$ cat src/rtl/spi_ram_sched.sv
// SPI slave frame decoder and scheduler for a single-port byte RAM shared with a local port.
// Define SPI_STATUS_CMD_EN to enable command 0x05 (status byte readback).
module spi_ram_sched #(
  parameter int unsigned ADDR_W    = 10,
  parameter logic [7:0]  FILL_BYTE = 8'hFF
) (
  input  logic              clk_25m,
  input  logic              rst_n,
  input  logic              cs_start,
  input  logic              cs_end,
  input  logic              spi_rx_en,
  input  logic [7:0]        receive_byte,
  input  logic              spi_tx_en,
  output logic [7:0]        send_byte,
  output logic [ADDR_W-1:0] ram_addr,
  output logic [7:0]        ram_wdata,
  output logic              ram_we,
  output logic              ram_re,
  input  logic [7:0]        ram_rdata,
  input  logic              loc_req,
  input  logic              loc_we,
  input  logic [ADDR_W-1:0] loc_addr,
  input  logic [7:0]        loc_wdata,
  output logic              loc_gnt,
  output logic              loc_rvalid,
  output logic [7:0]        loc_rdata,
  output logic              err
);

  typedef enum logic [2:0] {
    S_IDLE, S_CMD, S_ADDR_H, S_ADDR_L,
    S_WRITE, S_READ, S_IGNORE, S_STAT
  } state_t;

  state_t            r_state, w_nx;
  logic [7:0]        r_addr_h;
  logic              r_is_wr;
  logic [ADDR_W-1:0] r_ptr;
  logic              r_re_spi;
  logic              r_spi_rd_d;
  logic [7:0]        r_loc_rdata;

  logic [ADDR_W-1:0] w_addr, w_base;
  logic w_is_wr, w_is_rd;
  logic w_cmd_ld, w_ah_ld, w_al_ld;
  logic w_spi_we, w_spi_re, w_bad;
`ifdef SPI_STATUS_CMD_EN
  logic w_is_st, w_stat_ld;
  assign w_is_st = receive_byte == 8'h05;
`endif

  assign w_is_wr = receive_byte == 8'h02;
  assign w_is_rd = receive_byte == 8'h03;
  assign w_addr  = ADDR_W'({r_addr_h, receive_byte});
  // Read entry uses the freshly received address, not the stale pointer
  assign w_base  = w_al_ld ? w_addr : r_ptr;
  assign loc_rdata = loc_rvalid ? ram_rdata : r_loc_rdata;

  always_comb begin
    w_nx     = r_state;
    w_cmd_ld = 1'b0;
    w_ah_ld  = 1'b0;
    w_al_ld  = 1'b0;
    w_spi_we = 1'b0;
    w_spi_re = 1'b0;
    w_bad    = 1'b0;
`ifdef SPI_STATUS_CMD_EN
    w_stat_ld = 1'b0;
`endif
    if (cs_start) begin
      w_nx = S_CMD;
    end else if (cs_end) begin
      w_nx = S_IDLE;
    end else begin
      unique case (r_state)
        S_CMD: if (spi_rx_en) begin
          w_cmd_ld = 1'b1;
          unique case (1'b1)
            w_is_wr, w_is_rd: w_nx = S_ADDR_H;
`ifdef SPI_STATUS_CMD_EN
            w_is_st: begin
              w_nx      = S_STAT;
              w_stat_ld = 1'b1;
            end
`endif
            default: begin
              w_nx  = S_IGNORE;
              w_bad = 1'b1;
            end
          endcase
        end
        S_ADDR_H: if (spi_rx_en) begin
          w_ah_ld = 1'b1;
          w_nx    = S_ADDR_L;
        end
        S_ADDR_L: if (spi_rx_en) begin
          w_al_ld  = 1'b1;
          w_nx     = r_is_wr ? S_WRITE : S_READ;
          w_spi_re = ~r_is_wr;
        end
        S_WRITE: w_spi_we = spi_rx_en;
        S_READ:  w_spi_re = spi_tx_en;
`ifdef SPI_STATUS_CMD_EN
        S_STAT:  w_stat_ld = spi_tx_en;
`endif
        default: ;
      endcase
    end
  end

  always_ff @(posedge clk_25m) begin
    if (!rst_n) r_state <= S_IDLE;
    else        r_state <= w_nx;
  end

  always_ff @(posedge clk_25m) begin
    if (!rst_n) begin
      r_addr_h    <= '0;
      r_is_wr     <= 1'b0;
      r_ptr       <= '0;
      r_re_spi    <= 1'b0;
      r_spi_rd_d  <= 1'b0;
      r_loc_rdata <= '0;
      send_byte   <= FILL_BYTE;
      ram_addr    <= '0;
      ram_wdata   <= '0;
      ram_we      <= 1'b0;
      ram_re      <= 1'b0;
      loc_gnt     <= 1'b0;
      loc_rvalid  <= 1'b0;
      err         <= 1'b0;
    end else begin
      ram_we     <= 1'b0;
      ram_re     <= 1'b0;
      loc_gnt    <= 1'b0;
      r_re_spi   <= w_spi_re;
      r_spi_rd_d <= ram_re & r_re_spi;
      loc_rvalid <= ram_re & ~r_re_spi;
      if (loc_rvalid) r_loc_rdata <= ram_rdata;
      if (cs_start)   err <= 1'b0;
      else if (w_bad) err <= 1'b1;
      if (w_cmd_ld) r_is_wr  <= w_is_wr;
      if (w_ah_ld)  r_addr_h <= receive_byte;
      if (w_al_ld)  r_ptr    <= w_addr;
      // SPI never stalls, so it owns the port; local waits one slot
      if (w_spi_we | w_spi_re) begin
        ram_we   <= w_spi_we;
        ram_re   <= w_spi_re;
        ram_addr <= w_base;
        r_ptr    <= w_base + ADDR_W'(1);
        if (w_spi_we) ram_wdata <= receive_byte;
      end else if (loc_req && !loc_gnt) begin
        loc_gnt  <= 1'b1;
        ram_we   <= loc_we;
        ram_re   <= ~loc_we;
        ram_addr <= loc_addr;
        if (loc_we) ram_wdata <= loc_wdata;
      end
      if (w_nx == S_READ) begin
        if (r_spi_rd_d) send_byte <= ram_rdata;
      end
`ifdef SPI_STATUS_CMD_EN
      else if (w_nx == S_STAT) begin
        if (w_stat_ld) send_byte <= {6'b0, loc_req, err};
      end
`endif
      else begin
        send_byte <= FILL_BYTE;
      end
    end
  end

endmodule

$ cat config.mk
export PLATFORM = sky130hd
export DESIGN_NAME = spi_ram_sched
export DESIGN_NICKNAME = d
export VERILOG_FILES = /design/src/rtl/spi_ram_sched.sv
export SDC_FILE = /design/constraint.sdc
export NUM_CORES = 1
export LEC_CHECK = 0
export CAP_MARGIN = 20
export CORE_MARGIN = 5
export CORE_UTILIZATION = 42
export CTS_CLUSTER_DIAMETER = 40
export CTS_CLUSTER_SIZE = 16
export DETAILED_ROUTE_END_ITERATION = 10
export PLACE_DENSITY = 0.76
export SLEW_MARGIN = 15
export SYNTH_ARGS = -nofsm -noshare
export SYNTH_HDL_FRONTEND = slang
export SYNTH_SLANG_ARGS = --single-unit
$ cat constraint.sdc
create_clock -name clk_25m -period 1.7 [get_ports clk_25m]
set_input_delay 0.17 -clock clk_25m [delete_from_list [all_inputs] [get_ports clk_25m]]
set_output_delay 0.17 -clock clk_25m [all_outputs]
set_load 0.005 [all_outputs]
==> metrics.md, run 1 <==
| Metric | Value |
|---|---|
| Outcome | `finished, violations left` |
| Failing checks | `setup timing` |
| Starting DRT DRC Count | `106` |
| Initial antenna violation count | `0` |
| Synth Warn # | `0` |
| Antenna Cells | `0` |
| Pre-CTS setup slack | `-432 ps` |
| Root Buffer | `clkbuf_8` |
| Fin worst setup slack | `-21.3 ps` |
| ANT nets after route | `0` |
| Most common cell after layout, fill and taps aside | `clkdlybuf4s50_1` |
| Die area | `7960 µm²` |
| Fin. max-slew vios | `0` |
| R2r worst-path depth | `5` |
| PD cells | `796 nW/µm²` |
| Worst r2r dst | `r_ptr[5]$_SDFF_PN0_` |
| Hold Fails Final Rpt | `0` |
| Hold path startpoint | `cs_start` |
| # nets final | `454` |
| Total congestion overflow | `0` |
| Fin Clk Skew | `5.09 ps` |
| TritonCTS clock tree | `yes` |
| Fmax | `0.581 GHz` |
| Area Overhead vs Synth | `58.7%` |
| Commonest non-fill, non-tap cells in the layout | `70 x clkdlybuf4s50_1, 52 x dfxtp_1, 48 x buf_4, 32 x nand2_1` |
| Worst Path Max Fanout | `5` |
| Vias/cell | `5.27` |
| First-pass GRT wire length | `11,800 µm` |
| RSZ-0062 raised after global routing | `true` |
| DRC viols | `0` |
| Initial Util | `43.8%` |
| CP required | `1940 ps` |
| Total global-route track usage | `19.1%` |
| Post-synth EDFFs | `0` |
| Area share of the largest cell type after synthesis | `43.3%` |
| Row Count | `28` |
| H-tree levels | `3` |
| Pin count of the biggest net entering global routing | `27` |
| Setup TNS | `-50.3 ps` |
| Detailed placer's ending HPWL | `5480 µm` |
| Top post-synthesis cells by area | `dfxtp_1 43%, mux2i_1 7.6%, a211oi_1 4.8%, nand2_1 4.6%, mux2_2 4.3%` |
| Footprint of the multi-input gates | `1430 µm²` |
| CP Launch Type | `flop` |
| Via Count | `2,591` |
| Main synth FF type | `dfxtp_1` |
| Min Tclk post-route | `1720 ps` |
| Hold EP | `err$_SDFFE_PP0P_` |
| Die Y | `89.2 µm` |
| I/O Pins | `81` |
| Worst slew pin tran | `483 ps` |
| Avg Cell Area, Syn | `9.32 µm²` |
| Per-cell routed wire length | `14.8 µm` |
| Final setup viols | `3` |
| Post-Syn Area | `2640 µm²` |
| Yosys reg bits | `57` |
| Crit Reg-Reg Startpoint | `r_state[2]$_SDFF_PN0_` |
| CTS Hold Buffers Added | `0` |
| Skew-Pair Late Insertion Delay | `340 ps` |
| Fin crit share | `101%` |
| Port buffer count | `80` |
| Hold Path Stages | `2` |
| Hold Crit Class | `in2reg` |
| Mapped Cells | `283` |
| RD Place Congestion | `0.870` |
| Max_cap viols | `0` |
| Slack of the worst reg-to-reg path | `-20 ps` |
| Worst setup EP type | `flop` |
| Tot Pwr | `3.33 mW` |
| # fillers | `479` |
| Drt total wl | `7280 µm` |
| DR pass1 iterations | `4` |
| Share of flip-flops with an asynchronous set or reset | `0%` |
| Post-synth net total | `325` |
| Distinct cells, synth | `48` |
| Leakage | `1.74 nW` |
| Kind of critical path | `reg2reg` |
| CTS clk-pin slew, worst paths | `70 ps` |
| Vias in the first global route | `2,567` |
| Register area share after synthesis | `43.3%` |
| Post-route cell area | `4190 µm²` |
| Worst VDD drop | `0.605 mV` |
| Die width | `89.2 µm` |
| Slew headroom | `67.8%` |
| Placed cell area | `3860 µm²` |
| CTS sink cnt | `57` |
| WP data arrival | `1960 ps` |
| CTS Buf Count | `9` |
| Largest area contributor in the synthesized netlist | `dfxtp_1` |
| Register cell area after layout | `1150 µm²` |
| Clk buf depth | `2` |
| Core area | `6030 µm²` |
| Proportion of layout cells with a drive suffix above 1 | `24.7%` |
## cells by family (layout without fill, tap and decap cells)
logic type      count (synthesis)  in the layout  synth area share [%]
flops                          57             57                  43.3
buf+inv                        20            154                  4.32
xor+xnor                        5              5                  1.66
mux                            31             31                  12.4
compound gates                 60             60                  15.6
simple gates                  110            110                  22.8
## synth_stat cells, types with 6 or more instances
cell and n:
nor2_1 15, nor2b_1 9, and2_1 11, and3_1 8
clkbuf_1 8, mux2i_1 20, nand2_1 32, a21oi_1 6
a211oi_1 17, a31oi_1 12, dfxtp_1 57, mux2_2 10
nand3_1 7, o21ai_0 10
## stage by stage
stage	instances	hold WS (ps)	utilization [%]
5_1_grt	492	383	69.5
4_1_cts	492	358	69.1
2_1_floorplan	283	249	-
3_5_place_dp	474	396	64.0
6_report	492	358	69.5
3_3_place_gp	474	389	64.0
## registers in the layout, indices dropped and copies added, names as in the netlist
| register | flops |
|---|---|
| ram_re | 1 |
| r_state | 3 |
| ram_wdata | 8 |
| err | 1 |
| send_byte | 8 |
| r_ptr | 10 |
| r_is_wr | 1 |
| ram_we | 1 |
| r_loc_rdata | 8 |
| loc_gnt | 1 |
| ram_addr | 10 |
| r_addr_h | 2 |
| r_spi_rd_d | 1 |
| r_re_spi | 1 |
| loc_rvalid | 1 |
## critical path: stages, from the launching register on
cell,delay [ps]
dfxtp_2,340
and4bb_4,370
nand2_4,70
mux2_4,320
or3_1,350
and3_1,160
## cell type report
class | count | area share [%]
multi-input cells | 206 | 34.2
repair buffers | 135 | 30.0
flip-flops and latches | 57 | 27.5
clock buffers | 11 | 3.38
clock inverters | 5 | 2.45
well taps | 75 | 2.24
inverters | 3 | 0.269
## repair_timing
action                                  CTS  global route
cloned                                    0             0
buffers inserted                          2             0
pin swaps                                11             4
resized for setup                        25             5
endpoints found under the setup margin   32            34
## power by group
part	total, mW	switching [mW]	internal [mW]
clock	1.55	0.542	1.01
sequential	1.39	0.0210	1.37
combinational	0.385	0.145	0.240
total	3.33	0.708	2.62
## worst max-delay path by stage
stage	slack, ps	cells after the start	startpoint	to
after floorplan	6	6	r_state[0]$_SDFF_PN0_	r_ptr[5]$_SDFF_PN0_
after global placement	-390	6	cs_start	r_ptr[5]$_SDFF_PN0_
after detailed placement	-430	7	cs_start	r_ptr[1]$_SDFF_PN0_
after CTS	-10	5	r_state[2]$_SDFF_PN0_	r_ptr[5]$_SDFF_PN0_
after global routing	-90	7	r_state[2]$_SDFF_PN0_	ram_addr[8]$_SDFFE_PN0P_
final	-20	5	r_state[2]$_SDFF_PN0_	r_ptr[5]$_SDFF_PN0_
## metal layers
layer	vias up	share of wire [%]	GRT usage (%)
met5	-	0	0
met4	0	1.4	9.34
met3	10	6.5	4.33
met2	81	48	30.9
met1	1218	44	24.1
li1	1282	-	-
Note: power is estimated with default switching activity, not from simulation.
==> run 2: changes to the inputs <==
- CORE_MARGIN: 5 -> unset
==> run 2 against run 1 <==
  * The flow still finishes with violations (setup timing)
  * Hold slack lost 7.6 ps
  * Cell count increased by 1.4%
  * Non-clock buffer count grew 7
  * Utilization increased by 1.1 points
  * Design area rose by 1.0%
  * Sequential power about the same
  * Combinational power increased by 3%
  * Die area shrank 17%
  * Sequential cell count stayed put
  * Worst setup slack better by 6.0 ps
  * Sequential share of layout area is 0.20 points lower
  * Critical path type unchanged
==> metrics.md, run 2 (synthesis results as in run 1) <==
| Metric | Value |
|---|---|
| H-tree levels | `3 (unchanged)` |
| Most common cell after layout, fill and taps aside | `clkdlybuf4s50_1` |
| Die area | `6600 µm² (-17%)` |
| Fin Clk Skew | `7.19 ps (+2.09 ps)` |
| Clk pwr share | `40.5% (-6.1 points)` |
| Initial Util | `44.0% (+0.26 points)` |
| CP Launch Type | `flop` |
| Root Buffer | `clkbuf_8` |
| CP Cell Sequence | `buf_6, or4bb_4, o21ai_2, a222oi_1, xnor2_1, and2_1` |
| Pre-CTS setup slack | `-365 ps (+67.2 ps)` |
| Vias/cell | `5.30 (+0.65%)` |
| Worst Path Max Fanout | `6 (+1)` |
| DR pass1 iterations | `4 (unchanged)` |
| Pin count of the biggest net entering global routing | `27 (unchanged)` |
| # nets final | `461 (+1.5%)` |
| Total global-route track usage | `23.0% (+3.9 points)` |
| Row Count | `28 (unchanged)` |
| Placed cell area | `3850 µm² (-0.26%)` |
| I/O Pins | `81 (unchanged)` |
| CP Depth | `6 (+1)` |
| Area Overhead vs Synth | `60.3%` |
| First-pass GRT wire length | `11,300 µm (-3.6%)` |
| Max_cap viols | `0 (unchanged)` |
| Worst setup EP type | `flop` |
| Hold Path Stages | `4 (+2)` |
| Kind of critical path | `reg2reg` |
| CP required | `1930 ps (about the same)` |
| Drt total wl | `7430 µm (+2.1%)` |
| Initial antenna violation count | `0 (unchanged)` |
| Comb power frac | `13.2% (+1.6 points)` |
| RD Place Congestion | `0.822 (-5.5%)` |
| Hold Crit Class | `in2reg` |
| Failing checks | `setup timing` |
| RSZ-0062 raised after global routing | `true` |
| Outcome | `finished, violations left` |
| CTS clk-pin slew, worst paths | `60 ps (about the same)` |
| Fin. max-slew vios | `0 (unchanged)` |
| Detailed placer's ending HPWL | `5150 µm (-6.1%)` |
| CTS Buf Count | `9 (unchanged)` |
| Worst slew pin tran | `453 ps (-29.2 ps)` |
| Post-route cell area | `4230 µm² (+1.0%)` |
| Largest regs | `r_ptr (10), ram_addr (10)` |
| Slew headroom | `69.7% (+1.9 points)` |
| Leakage | `1.77 nW (+1.7%)` |
| WP data arrival | `1940 ps (-20 ps)` |
| Sequential Power Share | `46.3% (+4.5 points)` |
| Proportion of layout cells with a drive suffix above 1 | `26.2% (+1.5 points)` |
| Core area | `5990 µm² (-0.58%)` |
| Min Tclk post-route | `1720 ps (-5.96 ps)` |
| Internal | `2.33 mW (-11%)` |
| Fin crit share | `101% (-0.35 points)` |
| R2r worst-path depth | `6 (+1)` |
| Buf/Inv on CP | `1 (+1)` |
| Antenna Cells | `0 (unchanged)` |
| Via Count | `2,645 (+2.1%)` |
| Tot Pwr | `3.01 mW (-9.7%)` |
| CTS Hold Buffers Added | `0 (unchanged)` |
| Delay-heaviest family, CP | `simple AND/OR/NAND/NOR gates` |
| CP max stage delay | `550 ps (+180 ps)` |
| Final setup viols | `1 (-2)` |
| Total congestion overflow | `0 (unchanged)` |
| TritonCTS clock tree | `yes` |
| Die Y | `81.2 µm (-9.0%)` |
| Starting DRT DRC Count | `189 (+78%)` |
| Vias in the first global route | `2,498 (-2.7%)` |
| Fin worst setup slack | `-15.4 ps (+5.96 ps)` |
| Slowest CP cell | `or4bb_4` |
| Skew-Pair Late Insertion Delay | `340 ps (about the same)` |
| Switching Share | `22.5% (+1.3 points)` |
| Clk buf depth | `2 (unchanged)` |
| Sw power | `0.678 mW (-4.3%)` |
| Hold Fails Final Rpt | `0 (unchanged)` |
| Worst VDD drop | `0.509 mV (-16%)` |
| PD cells | `711 nW/µm² (-11%)` |
| Per-cell routed wire length | `14.9 µm (+0.70%)` |
| DRC viols | `0 (unchanged)` |
| CTS sink cnt | `57 (unchanged)` |
| Port buffer count | `80 (unchanged)` |
| ANT nets after route | `0 (unchanged)` |
| Fmax | `0.583 GHz (+0.35%)` |
| Die width | `81.2 µm (-9.0%)` |
| Commonest non-fill, non-tap cells in the layout | `70 x clkdlybuf4s50_1, 53 x dfxtp_1, 51 x buf_4, 30 x nand2_1` |
-- run 2: final timing paths --
kind,start,endpoint,slack (ps)
worst max register to register,r_state[2]$_SDFF_PN0_,r_ptr[4]$_SDFF_PN0_,-20
worst min-delay path,cs_end,r_state[0]$_SDFF_PN0_,350
worst max-delay path,r_state[2]$_SDFF_PN0_,r_ptr[4]$_SDFF_PN0_,-20
worst min register to register,r_re_spi$_SDFF_PN0_,loc_rvalid$_SDFF_PN0_,410
-- run 2: layer usage --
metal  part of all wire (%)  GRT usage (%)  vias to the layer above
li1                       -              -                     1298
met1                     42           26.6                     1226
met2                     49           40.1                      104
met3                    6.7           4.38                       17
met4                    2.5           12.0                        0
met5                      0              0                        -
-- run 2: repair_timing --
| item | 4_1_cts | 5_1_grt |
|---|---|---|
| pin swaps | 9 | 6 |
| resized for setup | 28 | 18 |
| hold endpoints to repair | 0 | 0 |
| setup buffers | 5 | 2 |
| setup endpoints to repair | 39 | 16 |
| cloned | 1 | 0 |
-- run 2: layout make-up --
| type | count | area (µm²) |
|---|---|---|
| clock inverters | 3 | 40.0 |
| clock buffers | 13 | 149 |
| inverters | 3 | 11.3 |
| multi-input cells | 206 | 1470 |
| repair buffers | 142 | 1320 |
| fillers | 453 | 1760 |
| well taps | 75 | 93.8 |
| flip-flops and latches | 57 | 1150 |
-- run 2: metrics by stage --
stage               instances  hold slack [ps]  setup TNS, ps  util [%]
global placement          476              399          -9570      64.2
floorplan                 283              249              0         -
detailed placement        476              407         -11400      64.2
CTS                       497              390              0      69.1
global route              499              379           -352      70.6
finish                    499              350          -15.4      70.6
-- run 2: worst reg2reg max path, cell delays in order (launching register included) --
cell and delay (ps):
dfxtp_4 360, buf_6 120, or4bb_4 550, o21ai_2 150
a222oi_1 130, xnor2_1 150, and2_1 160
-- run 2: power by group through the flow --
stage | Combinational (mW) | Clock, mW | Sequential (mW)
finish | 0.397 | 1.22 | 1.39
global route | 0.428 | 1.29 | 1.39
CTS | 0.392 | 1.24 | 1.39
detailed placement | 0.379 | 0 | 1.42
global placement | 0.375 | 0 | 1.42
floorplan | 0.124 | 0 | 1.42
